==> src/rtl/ulpb_bus_ctrl.sv <==
// ulpb_bus_ctrl
// Bus master controller for the ULPB ring. Detects a start request on DIN,
// gates CLK_EXT onto the ring, runs the interrupt/echo handshake, issues
// the control-bit cycles and returns the ring to idle. A watchdog limits
// the length of ACTIVE, an external request can force an interrupt, and
// an echo timeout aborts an interrupt that is never acknowledged.
module ulpb_bus_ctrl #(
  parameter int START_CYCLES    = 10,
  parameter int INT_CYCLES      = 6,
  parameter int ECHO_DEPTH      = 3,
  parameter int INT_TIMEOUT     = 64,
  parameter int NUM_CTRL_BITS   = 2,
  parameter int WATCHDOG_CYCLES = 1024
) (
  input  logic CLK_EXT,
  input  logic RESETn,
  input  logic CLKIN,
  output logic CLKOUT,
  input  logic DIN,
  output logic DOUT,
  input  logic EXT_INT_REQ,
  output logic BUS_BUSY,
  output logic TIMEOUT_FLAG,
  input  logic TIMEOUT_CLR
);

  // ------------------------------------------------------------------
  // Counter sizing: each counter holds at most its named maximum value.
  // ------------------------------------------------------------------
  localparam int CNT_W  = (START_CYCLES > 1)    ? $clog2(START_CYCLES)    : 1;
  localparam int ICNT_W = $clog2(INT_TIMEOUT + 1);
  localparam int CCNT_W = (NUM_CTRL_BITS > 1)   ? $clog2(NUM_CTRL_BITS)   : 1;
  localparam int WD_W   = (WATCHDOG_CYCLES > 1) ? $clog2(WATCHDOG_CYCLES) : 1;

  localparam logic [CNT_W-1:0]  START_LOAD = CNT_W'(START_CYCLES - 1);
  localparam logic [ICNT_W-1:0] ICNT_MIN   = ICNT_W'(INT_CYCLES);
  localparam logic [ICNT_W-1:0] ICNT_LAST  = ICNT_W'(INT_TIMEOUT - 1);
  localparam logic [ICNT_W-1:0] ICNT_MAX   = ICNT_W'(INT_TIMEOUT);
  localparam logic [CCNT_W-1:0] CCNT_LOAD  = CCNT_W'(NUM_CTRL_BITS - 1);
  localparam logic [WD_W-1:0]   WD_LAST    = WD_W'((WATCHDOG_CYCLES > 0) ? (WATCHDOG_CYCLES - 1) : 0);
  // A zero watchdog length means the watchdog never fires.
  localparam bit                WD_EN      = (WATCHDOG_CYCLES > 0);

  typedef enum logic [3:0] {
    S_IDLE            = 4'd0,
    S_WAIT_START      = 4'd1,
    S_ARBITRATE       = 4'd2,
    S_PRIO            = 4'd3,
    S_ACTIVE          = 4'd4,
    S_INTERRUPT       = 4'd5,
    S_SWITCH_ROLE     = 4'd6,
    S_LEAVE_INTERRUPT = 4'd7,
    S_CONTROL         = 4'd8,
    S_BACK_TO_IDLE    = 4'd9
  } state_t;

  // ------------------------------------------------------------------
  // State and registers
  // ------------------------------------------------------------------
  state_t                r_state;
  state_t                r_state_neg;
  logic                  r_clk_en;
  logic                  r_bus_busy;
  logic                  r_timeout_flag;
  logic                  r_clkin_neg;
  logic [CNT_W-1:0]      r_cnt;
  logic [ICNT_W-1:0]     r_icnt;
  logic [CCNT_W-1:0]     r_ccnt;
  logic [WD_W-1:0]       r_wd;
  logic [ECHO_DEPTH-1:0] r_echo_neg;
  logic [ECHO_DEPTH-1:0] r_echo_pos;

  logic [ECHO_DEPTH-1:0] w_echo_neg_shift;
  logic [ECHO_DEPTH-1:0] w_echo_pos_shift;
  logic                  w_echo_ok;
  logic                  w_int_req;
  logic                  w_wd_expired;

  // ------------------------------------------------------------------
  // Echo history shift networks: bit 0 takes the newest DIN sample.
  // ------------------------------------------------------------------
  for (genvar gi = 0; gi < ECHO_DEPTH; gi++) begin : g_echo_shift
    if (gi == 0) begin : g_head
      assign w_echo_neg_shift[gi] = DIN;
      assign w_echo_pos_shift[gi] = DIN;
    end else begin : g_tail
      assign w_echo_neg_shift[gi] = r_echo_neg[gi-1];
      assign w_echo_pos_shift[gi] = r_echo_pos[gi-1];
    end
  end

  // The upstream node echoes the interrupt clock inverted: high while
  // CLK_EXT is low (seen at negedge), low while CLK_EXT is high (posedge).
  assign w_echo_ok    = (&r_echo_neg) && !(|r_echo_pos);

  // Interrupt sources that take priority over the watchdog and suppress
  // the timeout flag when they coincide with watchdog expiry.
  assign w_int_req    = !r_clkin_neg || EXT_INT_REQ;
  assign w_wd_expired = WD_EN && (r_wd == WD_LAST);

  // Sample CLKIN, the DIN echo and a copy of the state on the falling edge.
  always_ff @(negedge CLK_EXT or negedge RESETn) begin
    if (!RESETn) begin
      r_clkin_neg <= 1'b1;
      r_state_neg <= S_IDLE;
      r_echo_neg  <= '0;
    end else begin
      r_clkin_neg <= CLKIN;
      r_state_neg <= r_state;
      if (r_state == S_INTERRUPT) begin
        r_echo_neg <= w_echo_neg_shift;
      end else begin
        r_echo_neg <= '0;
      end
    end
  end

  // Rising-edge DIN echo history, only collected while in INTERRUPT.
  always_ff @(posedge CLK_EXT or negedge RESETn) begin
    if (!RESETn) begin
      r_echo_pos <= '0;
    end else if (r_state == S_INTERRUPT) begin
      r_echo_pos <= w_echo_pos_shift;
    end else begin
      r_echo_pos <= '0;
    end
  end

  // Main controller FSM with registered clock enable, busy and timeout flag.
  always_ff @(posedge CLK_EXT or negedge RESETn) begin
    if (!RESETn) begin
      r_state        <= S_IDLE;
      r_clk_en       <= 1'b0;
      r_bus_busy     <= 1'b0;
      r_timeout_flag <= 1'b0;
      r_cnt          <= '0;
      r_icnt         <= '0;
      r_ccnt         <= '0;
      r_wd           <= '0;
    end else begin
      // Clear first so that a set event later in this block wins.
      if (TIMEOUT_CLR) begin
        r_timeout_flag <= 1'b0;
      end

      case (r_state)
        S_IDLE: begin
          if (!DIN) begin
            r_state    <= S_WAIT_START;
            r_cnt      <= START_LOAD;
            r_bus_busy <= 1'b1;
          end
        end

        S_WAIT_START: begin
          if (DIN) begin
            // Start pulse too short: treat as a glitch.
            r_state    <= S_IDLE;
            r_bus_busy <= 1'b0;
          end else if (r_cnt != '0) begin
            r_cnt <= r_cnt - 1'b1;
          end else begin
            r_state  <= S_ARBITRATE;
            r_clk_en <= 1'b1;
          end
        end

        S_ARBITRATE: begin
          r_state <= S_PRIO;
        end

        S_PRIO: begin
          r_state <= S_ACTIVE;
          r_wd    <= '0;
        end

        S_ACTIVE: begin
          if (w_int_req) begin
            r_state  <= S_INTERRUPT;
            r_clk_en <= 1'b0;
            r_icnt   <= '0;
          end else if (w_wd_expired) begin
            r_state        <= S_INTERRUPT;
            r_clk_en       <= 1'b0;
            r_icnt         <= '0;
            r_timeout_flag <= 1'b1;
          end else if (r_wd != WD_LAST) begin
            r_wd <= r_wd + 1'b1;
          end
        end

        S_INTERRUPT: begin
          if ((r_icnt >= ICNT_MIN) && w_echo_ok) begin
            r_state  <= S_SWITCH_ROLE;
            r_clk_en <= 1'b1;
          end else if (r_icnt == ICNT_LAST) begin
            // No acknowledge from the ring: abort with the clock still off.
            r_state        <= S_BACK_TO_IDLE;
            r_timeout_flag <= 1'b1;
          end else if (r_icnt != ICNT_MAX) begin
            r_icnt <= r_icnt + 1'b1;
          end
        end

        S_SWITCH_ROLE: begin
          r_state <= S_LEAVE_INTERRUPT;
        end

        S_LEAVE_INTERRUPT: begin
          r_state <= S_CONTROL;
          r_ccnt  <= CCNT_LOAD;
        end

        S_CONTROL: begin
          if (r_ccnt == '0) begin
            r_state <= S_BACK_TO_IDLE;
          end else begin
            r_ccnt <= r_ccnt - 1'b1;
          end
        end

        S_BACK_TO_IDLE: begin
          r_state    <= S_IDLE;
          r_clk_en   <= 1'b0;
          r_bus_busy <= 1'b0;
        end

        default: begin
          r_state    <= S_IDLE;
          r_clk_en   <= 1'b0;
          r_bus_busy <= 1'b0;
        end
      endcase
    end
  end

  // Ring data output selected by the falling-edge copy of the state.
  always_comb begin
    DOUT = 1'b1;
    case (r_state_neg)
      S_IDLE, S_WAIT_START, S_ARBITRATE, S_BACK_TO_IDLE: DOUT = 1'b1;
      S_INTERRUPT:                                        DOUT = CLK_EXT;
      default:                                            DOUT = DIN;
    endcase
  end

  // The ring clock idles high whenever the enable is off, including reset.
  assign CLKOUT       = r_clk_en ? CLK_EXT : 1'b1;
  assign BUS_BUSY     = r_bus_busy;
  assign TIMEOUT_FLAG = r_timeout_flag;

endmodule
==> config.mk <==
export PLATFORM = sky130hd
export DESIGN_NAME = ulpb_bus_ctrl
export DESIGN_NICKNAME = d
export VERILOG_FILES = /design/src/rtl/ulpb_bus_ctrl.sv
export SDC_FILE = /design/constraint.sdc
export NUM_CORES = 1
export LEC_CHECK = 0
export ABC_AREA = 1
export BUFFER_PORTS_ARGS = -buffer_cell sky130_fd_sc_hd__buf_2
export CORE_MARGIN = 2
export CORE_UTILIZATION = 57
export CTS_BUF_LIST = sky130_fd_sc_hd__clkbuf_16
export DETAILED_ROUTE_END_ITERATION = 10
export GPL_ROUTABILITY_DRIVEN = 0
export PLACE_DENSITY = 0.75
export SYNTH_ARGS = -nofsm -noshare
export SYNTH_HDL_FRONTEND = slang
export SYNTH_SLANG_ARGS = --single-unit
==> constraint.sdc <==
create_clock -name CLK_EXT -period 3 [get_ports CLK_EXT]
set_input_delay 0.3 -clock CLK_EXT [delete_from_list [all_inputs] [get_ports CLK_EXT]]
set_output_delay 0.3 -clock CLK_EXT [all_outputs]
set_load 0.005 [all_outputs]
## Word level (Yosys, flattened, before mapping)

Cells that the tools add are included.

- Reductions and logical operators: 23
- Multiplexer cells: 44
- Equal/unequal tests: 32
- Add/subtract/negate cells: 4
- Bitwise operators: 2
- Order comparisons: 1

Operators with widths:

| kind | number |
|---|---|
| $mux 4 | 11 |
| $pmux 4 s9 | 1 |
| $mux 7 | 5 |
| $mux 10 | 3 |
| $ne 2x2->1 const B | 11 |
| $eq 4x3->1 const B | 5 |
| $pmux 10 s2 | 1 |
| $reduce_and 5->1 | 3 |
| $mux 1 | 14 |
| $pmux 7 s2 | 1 |
| $eq 4x2->1 const B | 3 |
| $add 10x1->10 const B | 1 |
| $eq 10x10->1 const B | 1 |
| $ne 10x10->1 const B | 1 |
| $eq 4x1->1 const B | 2 |
| $eq 4x4->1 const B | 2 |
| $logic_not 4->1 | 2 |
| $pmux 4 s2 | 1 |
| $reduce_and 4->1 | 2 |
| $reduce_bool 2->1 | 4 |
| $add 7x1->7 const B | 1 |
| $eq 7x6->1 const B | 1 |
| $ge 7x3->1 const B | 1 |
| $ne 7x7->1 const B | 1 |
| 19 further kinds | 28 |

- Logic and storage cells: 118
- Bits in registers: 40

## Longest topological paths before layout

- Depth after elaboration: 6
- Mapped depth: 12
- Gate-level depth less buffers: 12

==> results.py <==
metrics = {
    "drt": {
        "route.met2.wl_um": 2760,
        "num_vias": 2084,
        "wl_met1_um": 2250,
        "dr.pass1.iters": 4,
        "wire_per_inst_um": 14.1,
        "postRouteWirelength_um": 5400,
        "via_per_inst": 5.43,
        "drt_iter0_drc": 136,
        "drc": 0,
        "antenna_left": 0,
        "routed.top_layer": "met4",
        "met3_length_um": 270,
    },
    "yosys": {
        "synth_seq_cells": 40,
        "ys_seq_area_frac": 0.438,
        "syn_inst": 306,
        "async_reset_ff_frac": 1.00,
        "synth_area_mm2": 0.00229,
        "synth_edf_count": 0,
        "synthTopCellsByCount": "75 x nand2_1, 51 x nor2_1, 39 x inv_1",
        "yosysWarnings": 0,
        "synthFlopType": "dfrtp_1",
        "synth_cell_types": 31,
        "ys_top_cells_by_area": "dfrtp_1 35%, nand2_1 12%, nor2_1 8.4%",
        "yosys.cell_count.top_type": "nand2_1",
        "syn_avg_cell_area_um2": 7.47,
        "syn-num-nets": 318,
        "synth_top_area_frac": 0.350,
        "synth_top_cell_by_area": "dfrtp_1",
    },
    "finish": {
        "layout.nets": 345,
        "fillers": 285,
        "layout-drive-gt1-share": 0.210,
        "antenna_cells": 0,
        "multiInputGateArea_mm2": 0.00123,
        "area_delta_synth_final_pct": 22.7,
        "regArea_mm2": 0.00100,
    },
    "min_path": {
        "holdPathEnd": "TIMEOUT_FLAG$_DFF_PN0_",
        "min_path_cells": 2,
        "min_path_type": "in2reg",
        "hold_path_startpoint": "TIMEOUT_CLR",
    },
    "global_routing": {
        "grt_max_degree": 24,
        "grt_pass1_vias": 1818,
        "grt_overflow_total": 0,
        "grt_pass1_wl_um": 7810,
        "track_usage": 0.232,
        "antenna_found_initial": 0,
    },
    "timing": {
        "tns_ps": -162,
        "setup_viol": 11,
        "rsz0062_at_grt": "true",
        "final_max_slew_viol_count": 0,
        "tightest_slew_ps": 333,
        "finClkSkew_ps": 66.3,
        "setup_ws_ps": -37.3,
        "hold_violations": 0,
        "slew-limit-headroom": 0.777,
    },
    "clocking": {
        "cts_inserted_buffers": 5,
        "tritoncts": "yes",
        "clk_pin_slew_worst_paths_ps": 60,
        "ctsHtreeMaxLevel": 2,
        "clk_latency_ps": 350,
        "clockRootBuffer": "clkbuf_16",
        "cts_max_path_buffers": 2,
    },
    "floorplan": {
        "die_x_um": 67.3,
        "core_area_mm2": 0.00394,
        "io_pins": 10,
        "die_area_mm2": 0.00453,
        "start_util": 0.580,
        "die_y_um": 67.3,
        "rows": 23,
    },
    "power_and_ir_drop": {
        "p_comb_frac": 0.379,
        "power.share.clock": 0.286,
        "pwr-share-seq": 0.335,
        "p_leak_nw": 1.37,
        "intPower_w": 0.00137,
        "power_density_mw_per_mm2": 820,
        "switchingPower_w": 0.000928,
        "swShare": 0.403,
        "ir_drop_mv": 0.491,
    },
    "critical_path": {
        "required_ps": 2700,
        "rrSetupSlack_ps": -40,
        "reg2reg_depth": 10,
        "critPathLaunchType": "flop",
        "cp_max_fo": 2,
        "endpoint_kind": "primary output",
        "crit_arrival_ps": 2740,
        "r2r-start": "r_clkin_neg$_DFF_NN1_",
        "r2r_end": "r_wd[7]$_DFFE_PN0P_",
        "worstSetupPathType": "reg2out",
    },
    "outcome": {
        "outcome": "finished, violations left",
        "violations": "negative setup slack",
    },
    "placed_design": {
        "io_buffers": 9,
        "pre_cts_ws_ps": 50.5,
        "dpl.hpwl_um": 3340,
    },
    "job": {
        "maxCapViolations": 0,
    },
}
## sequential cells by signal, summed over array words and instances (netlist names)
register	count
r_clkin_neg	1
r_state	4
r_clk_en	1
TIMEOUT_FLAG	1
r_echo_neg	3
r_icnt	7
r_wd	10
r_echo_pos	3
r_cnt	4
r_ccnt	1
BUS_BUSY	1
r_state_neg	4
## placed cells by master (no fill, tap or decap), drive strengths merged
cell type,instances
nand2,85
nor2,59
inv,45
dfrtp,32
nand3,32
buf,18
o21ai,11
a21oi,9
dfrtn,7
ha,6
nand4,5
clkbuf,5
o221ai,2
nand3b,2
nor3b,2
o22ai,2
nor3,2
xor2,2
clkinv,2
xnor2,1
or2,1
a21boi,1
bufinv,1
dlygate4sd3,1
dfstp,1
## worst max-delay path by stage
stage,startpoint,cells past startpoint,slack [ps],end
floorplan,r_clkin_neg$_DFF_NN1_,9,210,r_wd[9]$_DFFE_PN0P_
global placement,r_clkin_neg$_DFF_NN1_,9,70,r_wd[7]$_DFFE_PN0P_
detailed placement,r_clkin_neg$_DFF_NN1_,9,50,r_wd[7]$_DFFE_PN0P_
CTS,r_state_neg[0]$_DFF_NN0_,5,-70,DOUT
global route,r_clkin_neg$_DFF_NN1_,9,-110,r_wd[6]$_DFFE_PN0P_
finish,r_state_neg[0]$_DFF_NN0_,5,-40,DOUT
## power groups by stage
stage | logic (W) | clock network, W | registers (W)
3_5_place_dp | 0.000731 | 0.0000296 | 0.000768
2_1_floorplan | 0.000561 | 0.0000192 | 0.000756
3_3_place_gp | 0.000723 | 0.0000296 | 0.000763
5_1_grt | 0.000976 | 0.000693 | 0.000785
4_1_cts | 0.000743 | 0.000655 | 0.000761
6_report | 0.000872 | 0.000658 | 0.000770
## layout make-up
class | count | area share
clock inverters | 6 | 0.0196
clock buffers | 7 | 0.0482
multi-input cells | 222 | 0.438
inverters | 42 | 0.0562
well taps | 50 | 0.0223
repair buffers | 17 | 0.0580
flip-flops and latches | 40 | 0.357
## per-layer routing
metal | track usage | vias to the layer above
met5 | 0 | -
met4 | 0.0969 | 0
met3 | 0.0417 | 18
met2 | 0.384 | 64
met1 | 0.300 | 980
li1 | - | 1022
## per-stage QoR
stage               instance area (um2)  instances  hold slack [ps]  total power [W]  utilization
floorplan                          2290        306             4.41          0.00134            -
global placement                   2410        366              177          0.00152        0.612
detailed placement                 2410        366              176          0.00153        0.612
CTS                                2610        377              243          0.00216        0.661
global route                       2800        384              261          0.00245        0.711
finish                             2800        384              244          0.00230        0.711
## cells by family (layout without fill, tap and decap cells)
| group | Yosys count | count (layout) | synth area share |
|---|---|---|---|
| compound gates | 25 | 25 | 0.0619 |
| fa+ha+maj | 6 | 6 | 0.0328 |
| flops | 40 | 40 | 0.438 |
| buf+inv | 46 | 72 | 0.0810 |
| xor+xnor | 3 | 3 | 0.0115 |
| simple gates | 186 | 188 | 0.374 |
## repair_timing
action	CTS	global route
endpoints found under the setup margin	4	22
gates cloned	0	2
resized for setup	1	25
buffers inserted	0	5
pin swaps	0	15
hold buffers	1	0
hold endpoints to repair	7	0
## worst max-delay path, stage by stage, from the launching register on
cell and delay [ps]:
dfrtn_1 400, inv_2 40, nor2_2 80, nand3_1 90, o221ai_1 180, buf_2 140
(Power assumes the default switching activity.)
